### src/rtl/nco_sin_cos_if.sv
// Control and sample bus of the quadrature NCO.
// The master side drives configuration and enable, and the slave side returns samples.
interface nco_sin_cos_if #(
  parameter int PHASE_W = 32,
  parameter int DATA_W  = 8
);
  logic                      en;
  logic                      cfg_load;
  logic                      sync_clr;
  logic [PHASE_W-1:0]        ftw_in;
  logic [PHASE_W-1:0]        pofs_in;
  logic signed [DATA_W-1:0]  data_sin;
  logic signed [DATA_W-1:0]  data_cos;
  logic                      data_valid;
  logic [PHASE_W-1:0]        phase_out;

  modport master (
    output en, cfg_load, sync_clr, ftw_in, pofs_in,
    input  data_sin, data_cos, data_valid, phase_out
  );

  modport slave (
    input  en, cfg_load, sync_clr, ftw_in, pofs_in,
    output data_sin, data_cos, data_valid, phase_out
  );
endinterface

### src/rtl/nco_sin_cos.sv
// Quadrature NCO: a phase accumulator feeds a 3-stage pipeline.
// The stages are quadrant fold, quarter-wave LUT read, and sign/output register.
module nco_sin_cos #(
  parameter int                 PHASE_W     = 32,
  parameter int                 LUT_AW      = 8,
  parameter int                 DATA_W      = 8,
  parameter logic [PHASE_W-1:0] DEFAULT_FTW = 32'h0100_0000
) (
  input logic         Clk,
  input logic         Rst_n,
  nco_sin_cos_if.slave bus
);

  localparam int                 N       = 1 << LUT_AW;
  localparam int                 AMP_MAX = (1 << (DATA_W - 1)) - 1;
  localparam logic [PHASE_W-1:0] QTR     = PHASE_W'(1) << (PHASE_W - 2);
  localparam longint             ONE     = 64'sd1 << 30;
  localparam longint             PI_FX   = 64'sd3373259426;

  // Elaboration-time sine in Q30 fixed point (Taylor series to x^15), rounded to amplitude.
  function automatic longint lut_val(input int k);
    longint x, term, sum;
    x    = (PI_FX * longint'(k)) / longint'(2 * N);
    term = x;
    sum  = x;
    for (int unsigned n = 1; n <= 7; n++) begin
      term = -(((term * x) / ONE) * x / ONE) / longint'(2 * n * (2 * n + 1));
      sum  = sum + term;
    end
    return (longint'(AMP_MAX) * sum + ONE / 2) / ONE;
  endfunction

  function automatic logic [LUT_AW:0] fold_addr(input logic [PHASE_W-1:0] x);
    logic [LUT_AW:0] a;
    a = {1'b0, x[PHASE_W-3 -: LUT_AW]};
    return x[PHASE_W-2] ? (LUT_AW+1)'(N) - a : a;
  endfunction

  logic [DATA_W-2:0] lut [N+1];

  for (genvar k = 0; k <= N; k++) begin : g_lut
    localparam logic [DATA_W-2:0] V = (DATA_W-1)'(lut_val(k));
    assign lut[k] = V;
  end

  logic [PHASE_W-1:0] acc, ftw_r, pofs_r;
  logic [PHASE_W-1:0] acc_cur, p_sin, p_cos;

  always_comb begin
    acc_cur = bus.sync_clr ? '0 : acc;
    p_sin   = acc_cur + pofs_r;
    p_cos   = p_sin + QTR;
  end

  always_ff @(posedge Clk or negedge Rst_n) begin
    if (!Rst_n) begin
      acc    <= '0;
      ftw_r  <= DEFAULT_FTW;
      pofs_r <= '0;
    end else begin
      acc <= bus.en ? acc_cur + ftw_r : acc_cur;
      if (bus.cfg_load) begin
        ftw_r  <= bus.ftw_in;
        pofs_r <= bus.pofs_in;
      end
    end
  end

  logic                s1_valid, s1_sin_neg, s1_cos_neg;
  logic [LUT_AW:0]     s1_sin_addr, s1_cos_addr;
  logic [PHASE_W-1:0]  s1_phase;
  logic                s2_valid, s2_sin_neg, s2_cos_neg;
  logic [DATA_W-2:0]   s2_sin_mag, s2_cos_mag;
  logic [PHASE_W-1:0]  s2_phase;
  logic signed [DATA_W-1:0] sin_s, cos_s;

  always_comb begin
    sin_s = signed'({1'b0, s2_sin_mag});
    cos_s = signed'({1'b0, s2_cos_mag});
  end

  // Stages 1 and 2 advance unconditionally; bubbles travel as valid=0.
  always_ff @(posedge Clk or negedge Rst_n) begin
    if (!Rst_n) begin
      s1_valid    <= 1'b0;
      s1_sin_neg  <= 1'b0;
      s1_cos_neg  <= 1'b0;
      s1_sin_addr <= '0;
      s1_cos_addr <= '0;
      s1_phase    <= '0;
      s2_valid    <= 1'b0;
      s2_sin_neg  <= 1'b0;
      s2_cos_neg  <= 1'b0;
      s2_sin_mag  <= '0;
      s2_cos_mag  <= '0;
      s2_phase    <= '0;
    end else begin
      s1_valid    <= bus.en;
      s1_sin_neg  <= p_sin[PHASE_W-1];
      s1_cos_neg  <= p_cos[PHASE_W-1];
      s1_sin_addr <= fold_addr(p_sin);
      s1_cos_addr <= fold_addr(p_cos);
      s1_phase    <= p_sin;
      s2_valid    <= s1_valid;
      s2_sin_neg  <= s1_sin_neg;
      s2_cos_neg  <= s1_cos_neg;
      s2_sin_mag  <= lut[s1_sin_addr];
      s2_cos_mag  <= lut[s1_cos_addr];
      s2_phase    <= s1_phase;
    end
  end

  always_ff @(posedge Clk or negedge Rst_n) begin
    if (!Rst_n) begin
      bus.data_valid <= 1'b0;
      bus.data_sin   <= '0;
      bus.data_cos   <= '0;
      bus.phase_out  <= '0;
    end else begin
      bus.data_valid <= s2_valid;
      if (s2_valid) begin
        bus.data_sin  <= s2_sin_neg ? -sin_s : sin_s;
        bus.data_cos  <= s2_cos_neg ? -cos_s : cos_s;
        bus.phase_out <= s2_phase;
      end
    end
  end

endmodule

### src/flat_wrapper.sv
// flat-port wrapper written by rule: the top's interface ports become plain ports
module nco_sin_cos_flat 
#(
  parameter int                 PHASE_W     = 32,
  parameter int                 LUT_AW      = 8,
  parameter int                 DATA_W      = 8,
  parameter logic [PHASE_W-1:0] DEFAULT_FTW = 32'h0100_0000
)
  (Clk, Rst_n, bus_en, bus_cfg_load, bus_sync_clr, bus_ftw_in, bus_pofs_in, bus_data_sin, bus_data_cos, bus_data_valid, bus_phase_out);
  nco_sin_cos_if #(.PHASE_W(PHASE_W), .DATA_W(DATA_W)) bus_i ();
  input logic Clk;
  input logic Rst_n;
  input wire logic [$bits(bus_i.en)-1:0] bus_en;
  input wire logic [$bits(bus_i.cfg_load)-1:0] bus_cfg_load;
  input wire logic [$bits(bus_i.sync_clr)-1:0] bus_sync_clr;
  input wire logic [$bits(bus_i.ftw_in)-1:0] bus_ftw_in;
  input wire logic [$bits(bus_i.pofs_in)-1:0] bus_pofs_in;
  output wire logic [$bits(bus_i.data_sin)-1:0] bus_data_sin;
  output wire logic [$bits(bus_i.data_cos)-1:0] bus_data_cos;
  output wire logic [$bits(bus_i.data_valid)-1:0] bus_data_valid;
  output wire logic [$bits(bus_i.phase_out)-1:0] bus_phase_out;
  assign bus_i.en = bus_en;
  assign bus_i.cfg_load = bus_cfg_load;
  assign bus_i.sync_clr = bus_sync_clr;
  assign bus_i.ftw_in = bus_ftw_in;
  assign bus_i.pofs_in = bus_pofs_in;
  assign bus_data_sin = bus_i.data_sin;
  assign bus_data_cos = bus_i.data_cos;
  assign bus_data_valid = bus_i.data_valid;
  assign bus_phase_out = bus_i.phase_out;
  nco_sin_cos #(.PHASE_W(PHASE_W), .LUT_AW(LUT_AW), .DATA_W(DATA_W), .DEFAULT_FTW(DEFAULT_FTW)) u_core (.Clk(Clk), .Rst_n(Rst_n), .bus(bus_i));
endmodule
### config.mk
export PLATFORM = sky130hd
export DESIGN_NAME = nco_sin_cos_flat
export DESIGN_NICKNAME = d
export VERILOG_FILES = /design/src/rtl/nco_sin_cos_if.sv /design/src/rtl/nco_sin_cos.sv /design/src/flat_wrapper.sv
export SDC_FILE = /design/constraint.sdc
export NUM_CORES = 1
export LEC_CHECK = 0
export BUFFER_PORTS_ARGS = -buffer_cell sky130_fd_sc_hd__buf_4
export CAP_MARGIN = 20
export CORE_MARGIN = 2
export CORE_UTILIZATION = 45
export DETAILED_ROUTE_END_ITERATION = 8
export HOLD_SLACK_MARGIN = 0.05
export PLACE_DENSITY = 0.63
export SETUP_SLACK_MARGIN = 0.05
export SYNTH_ARGS = -nofsm -noshare
export SYNTH_HDL_FRONTEND = slang
export SYNTH_SLANG_ARGS = --single-unit
### constraint.sdc
create_clock -name Clk -period 12.3 [get_ports Clk]
set_clock_uncertainty 0.2 [all_clocks]
set_input_delay 2.46 -clock Clk [delete_from_list [all_inputs] [get_ports Clk]]
set_output_delay 2.46 -clock Clk [all_outputs]
set_load 0.03 [all_outputs]
==> impl_metrics.env <==
export IMPL_status="finished clean"
export IMPL_comb_power_share_pct=46.9
export IMPL_drc=0
export IMPL_rsz0062_at_grt="no"
export IMPL_die_area_um2=35500
export IMPL_synth_cells=1635
export IMPL_first_pass_iters=5
export IMPL_max_freq_ghz=0.150
export IMPL_antenna_found_initial=0
export IMPL_fin_setup_tns_ns=0
export IMPL_cp_max_fo=75
export IMPL_power_density_nw_per_um2=255
export IMPL_vdd_drop_max_mv=0.137
export IMPL_hold_buffers=0
export IMPL_pwr_share_seq_pct=31.9
export IMPL_worst_pin_slew_ns=1.05
export IMPL_crit_path_end="u_core.s1_cos_addr[6]"
export IMPL_vias_per_cell=5.70
export IMPL_synthXorXnorAreaFrac_pct=7.22
export IMPL_die_x_um=188
export IMPL_ff2ff_setup_slack_ns=7.78
export IMPL_synth_fa_ha_area_share_pct=5.13
export IMPL_post_cts_buffers=0
export IMPL_synth_edf_count=0
export IMPL_cpMaxStageDelayCell="buf_4"
export IMPL_synth_distinct_cells=91
export IMPL_hp_class="reg2reg"
export IMPL_final_cell_area_um2=17400
export IMPL_rows=67
export IMPL_core_area_um2=33500
export IMPL_n_fill_cell=3099
export IMPL_pwr_share_clk_pct=21.2
export IMPL_synth_compound_area_share_pct=20.8
export IMPL_cts_buffer_depth=3
export IMPL_place_hpwl_um=24700
export IMPL_regArea_um2=6080
export IMPL_gp_congestion=0.881
export IMPL_dpl_cell_area_um2=16300
export IMPL_vias=12200
export IMPL_final_util_pct=51.8
export IMPL_timing_rr_start="u_core.acc[0]"
export IMPL_cp_start_kind="primary input"
export IMPL_crit_arrival_ns=6.86
export IMPL_dp_slack_ns=5.12
export IMPL_synth_top_flop_cell="dfrtp_1"
export IMPL_clkLatencyLatePin_ns=0.54
export IMPL_required_ns=12.51
export IMPL_setup_slack_ns=5.65
export IMPL_cts_root_buffer="clkbuf_16"
export IMPL_grt_ovfl_total=0
export IMPL_synth_area_top_cells="dfrtp_1 (40%), mux2_2 (7.5%), ha_1 (4.7%)"
export IMPL_wl_per_cell_um=16.7
export IMPL_synth_simple_area_share_pct=12.7
export IMPL_clk_pin_slew_worst_paths_ns=0.06
export IMPL_multiInputGateArea_um2=8480
export IMPL_power_internal_mw=2.59
export IMPL_cts_sinks=243
export IMPL_yosysMostFrequentCell="dfrtp_1"
export IMPL_first_global_vias=11500
export IMPL_rr_endpoint="u_core.s1_cos_addr[6]"
export IMPL_nets=1791
export IMPL_instances_no_fill=2135
export IMPL_crit_chain="buf_4 -> buf_4 -> nor2b_1 -> o211ai_1 -> a41oi_1 -> o2111ai_1 -> a31oi_1 -> a211oi_2 -> maj3_1 -> nor2b_1 -> o41a_2 -> xnor2_4 -> ha_1 -> nand2b_1 -> nor4_1 -> nor2_1 -> xor2_1"
export IMPL_slew_headroom_pct=30.3
export IMPL_crit_type="in2reg"
export IMPL_die_h_um=188
export IMPL_ant_nets=0
export IMPL_grt_max_degree=101
export IMPL_routed_wl_um=35700
export IMPL_syn_num_nets=1761
export IMPL_htreeDepth=1
export IMPL_ys_ff_latch=243
export IMPL_setup_viol=0
export IMPL_grt_usage_pct=20.1
export IMPL_initial_core_util_pct=45.6
export IMPL_place_port_buffers=117
export IMPL_yosys_area_top_type="dfrtp_1"
export IMPL_cp_startpoint="bus_sync_clr"
export IMPL_p_leak_nw=7.48
export IMPL_numCtsBuffers=28
export IMPL_drtIter0Drc=957
export IMPL_yosys_area_top_type_share_pct=39.6
export IMPL_p_switching_mw=1.84
export IMPL_drive_gt1_share_pct=18.4
export IMPL_slowest_delay_ns=0.63
export IMPL_synth_common_cells="dfrtp_1 (242), nand2_1 (130), o21ai_0 (128), nor2_1 (122), a21oi_1 (120)"
export IMPL_ios=118
export IMPL_grt_pass1_wl_um=59500
export IMPL_drv_cap=0
export IMPL_placed_cells=2083
export IMPL_cts_tree="yes"
export IMPL_ys_seq_area_share_pct=39.8
export IMPL_synth_top_family_by_area="compound AO/OA/AOI/OAI gates"
export IMPL_synthToLayoutAreaGrowth_pct=13.6
export IMPL_min_period_ns=6.65
export IMPL_yosysWarnings=0
export IMPL_cts_resized=0
export IMPL_muxShareOfSynthArea_pct=9.62
export IMPL_finalCritPeriodShare_pct=54.1
export IMPL_drv_slew=0
export IMPL_sw_frac_of_total_pct=41.5
export IMPL_synth_area_um2=15300
export IMPL_finalHoldViolCount=0
export IMPL_avgSynthCellArea_um2=9.36
export IMPL_async_flop_share_pct=100
export IMPL_n_antenna_cell=0
export IMPL_cp_end_kind="register"
export IMPL_r2r_cells=17
area by class of cell:
type	count	area share [%]
multi-input cells	1206	48.8
flip-flops and latches	243	35.0
repair buffers	126	5.49
clock buffers	36	4.56
well taps	448	3.23
clock inverters	16	1.58
inverters	60	1.30
sequential cells by signal, summed over array words and instances, names as in the netlist, 7 cells and up:
signal	count
u_core.s1_phase	31
u_core.s2_phase	32
u_core.acc	32
u_core.s1_cos_addr	8
u_core.pofs_r	32
u_core.s1_sin_addr	9
u_core.bus.data_sin	8
u_core.s2_sin_mag	7
u_core.bus.data_cos	8
u_core.s2_cos_mag	7
u_core.bus.phase_out	32
u_core.ftw_r	32
placed cells by master, fill, tap and decap left out, types with 14 or more instances in the layout:
cell / n
nand2_1: 130
mux2_2: 102
o21a_1: 14
ha_1: 57
buf_4: 125
nor3_1: 16
a211oi_1: 15
nor2b_1: 41
xnor2_1: 77
a21oi_1: 120
xor2_1: 46
a31oi_1: 34
inv_1: 59
nor2_1: 122
dfrtp_1: 241
o21ai_0: 128
clkbuf_16: 29
nand2b_1: 18
a21o_1: 24
nand3_1: 18
o211ai_1: 26
kinds of logic (layout without fill, tap and decap cells):
group / Yosys count / count (layout)
muxes: 123 / 123
and+or+nand+nor: 403 / 403
AOI/OAI and AO/OA: 492 / 492
DFF: 243 / 243
adders and majority gates: 64 / 64
xor gates and xnor gates: 124 / 124
buffers and inverters: 186 / 238
per-layer routing:
metal | track usage [%] | vias up | part of all wire (%)
met1 | 28.9 | 5876 | 47
met3 | 2.44 | 45 | 5.1
met2 | 32.6 | 343 | 46
li1 | - | 5899 | -
met5 | 0 | - | 0
met4 | 4.27 | 0 | 1.6
how the worst min path moves through the flow:
stage,from,endpoint,slack [ns],cells past startpoint
2_1_floorplan,u_core.s1_cos_neg,u_core.s2_cos_neg,0.13,0
3_3_place_gp,u_core.s1_phase[6],u_core.s2_phase[6],0.13,0
3_5_place_dp,u_core.s1_phase[16],u_core.s2_phase[16],0.13,0
4_1_cts,u_core.s1_phase[25],u_core.s2_phase[25],0.14,0
5_1_grt,u_core.s1_phase[4],u_core.s2_phase[4],0.15,0
6_report,u_core.s1_phase[25],u_core.s2_phase[25],0.14,0
power groups by stage:
stage	registers (mW)	logic, mW	clock network, mW
after global routing	1.46	2.31	0.999
after floorplan	1.38	1.57	0
final	1.42	2.08	0.937
after CTS	1.41	2.08	0.963
after detailed placement	1.43	2.06	0
after global placement	1.42	2.03	0
through the flow:
step	hold WS (ns)	total power, mW
after CTS	0.141	4.45
after detailed placement	0.135	3.49
after global placement	0.132	3.45
final	0.143	4.43
after global routing	0.148	4.77
after floorplan	0.131	2.95
worst max-delay path, delay by kind of cell:
kind	cells	cell delay [ns]
AO/OA/AOI/OAI	6	1.86
buffers and inverters	2	0.88
AND/OR/NAND/NOR	5	0.68
adder cells (fa/ha/maj)	2	0.52
XOR/XNOR	2	0.43
(Power assumes the default switching activity.)
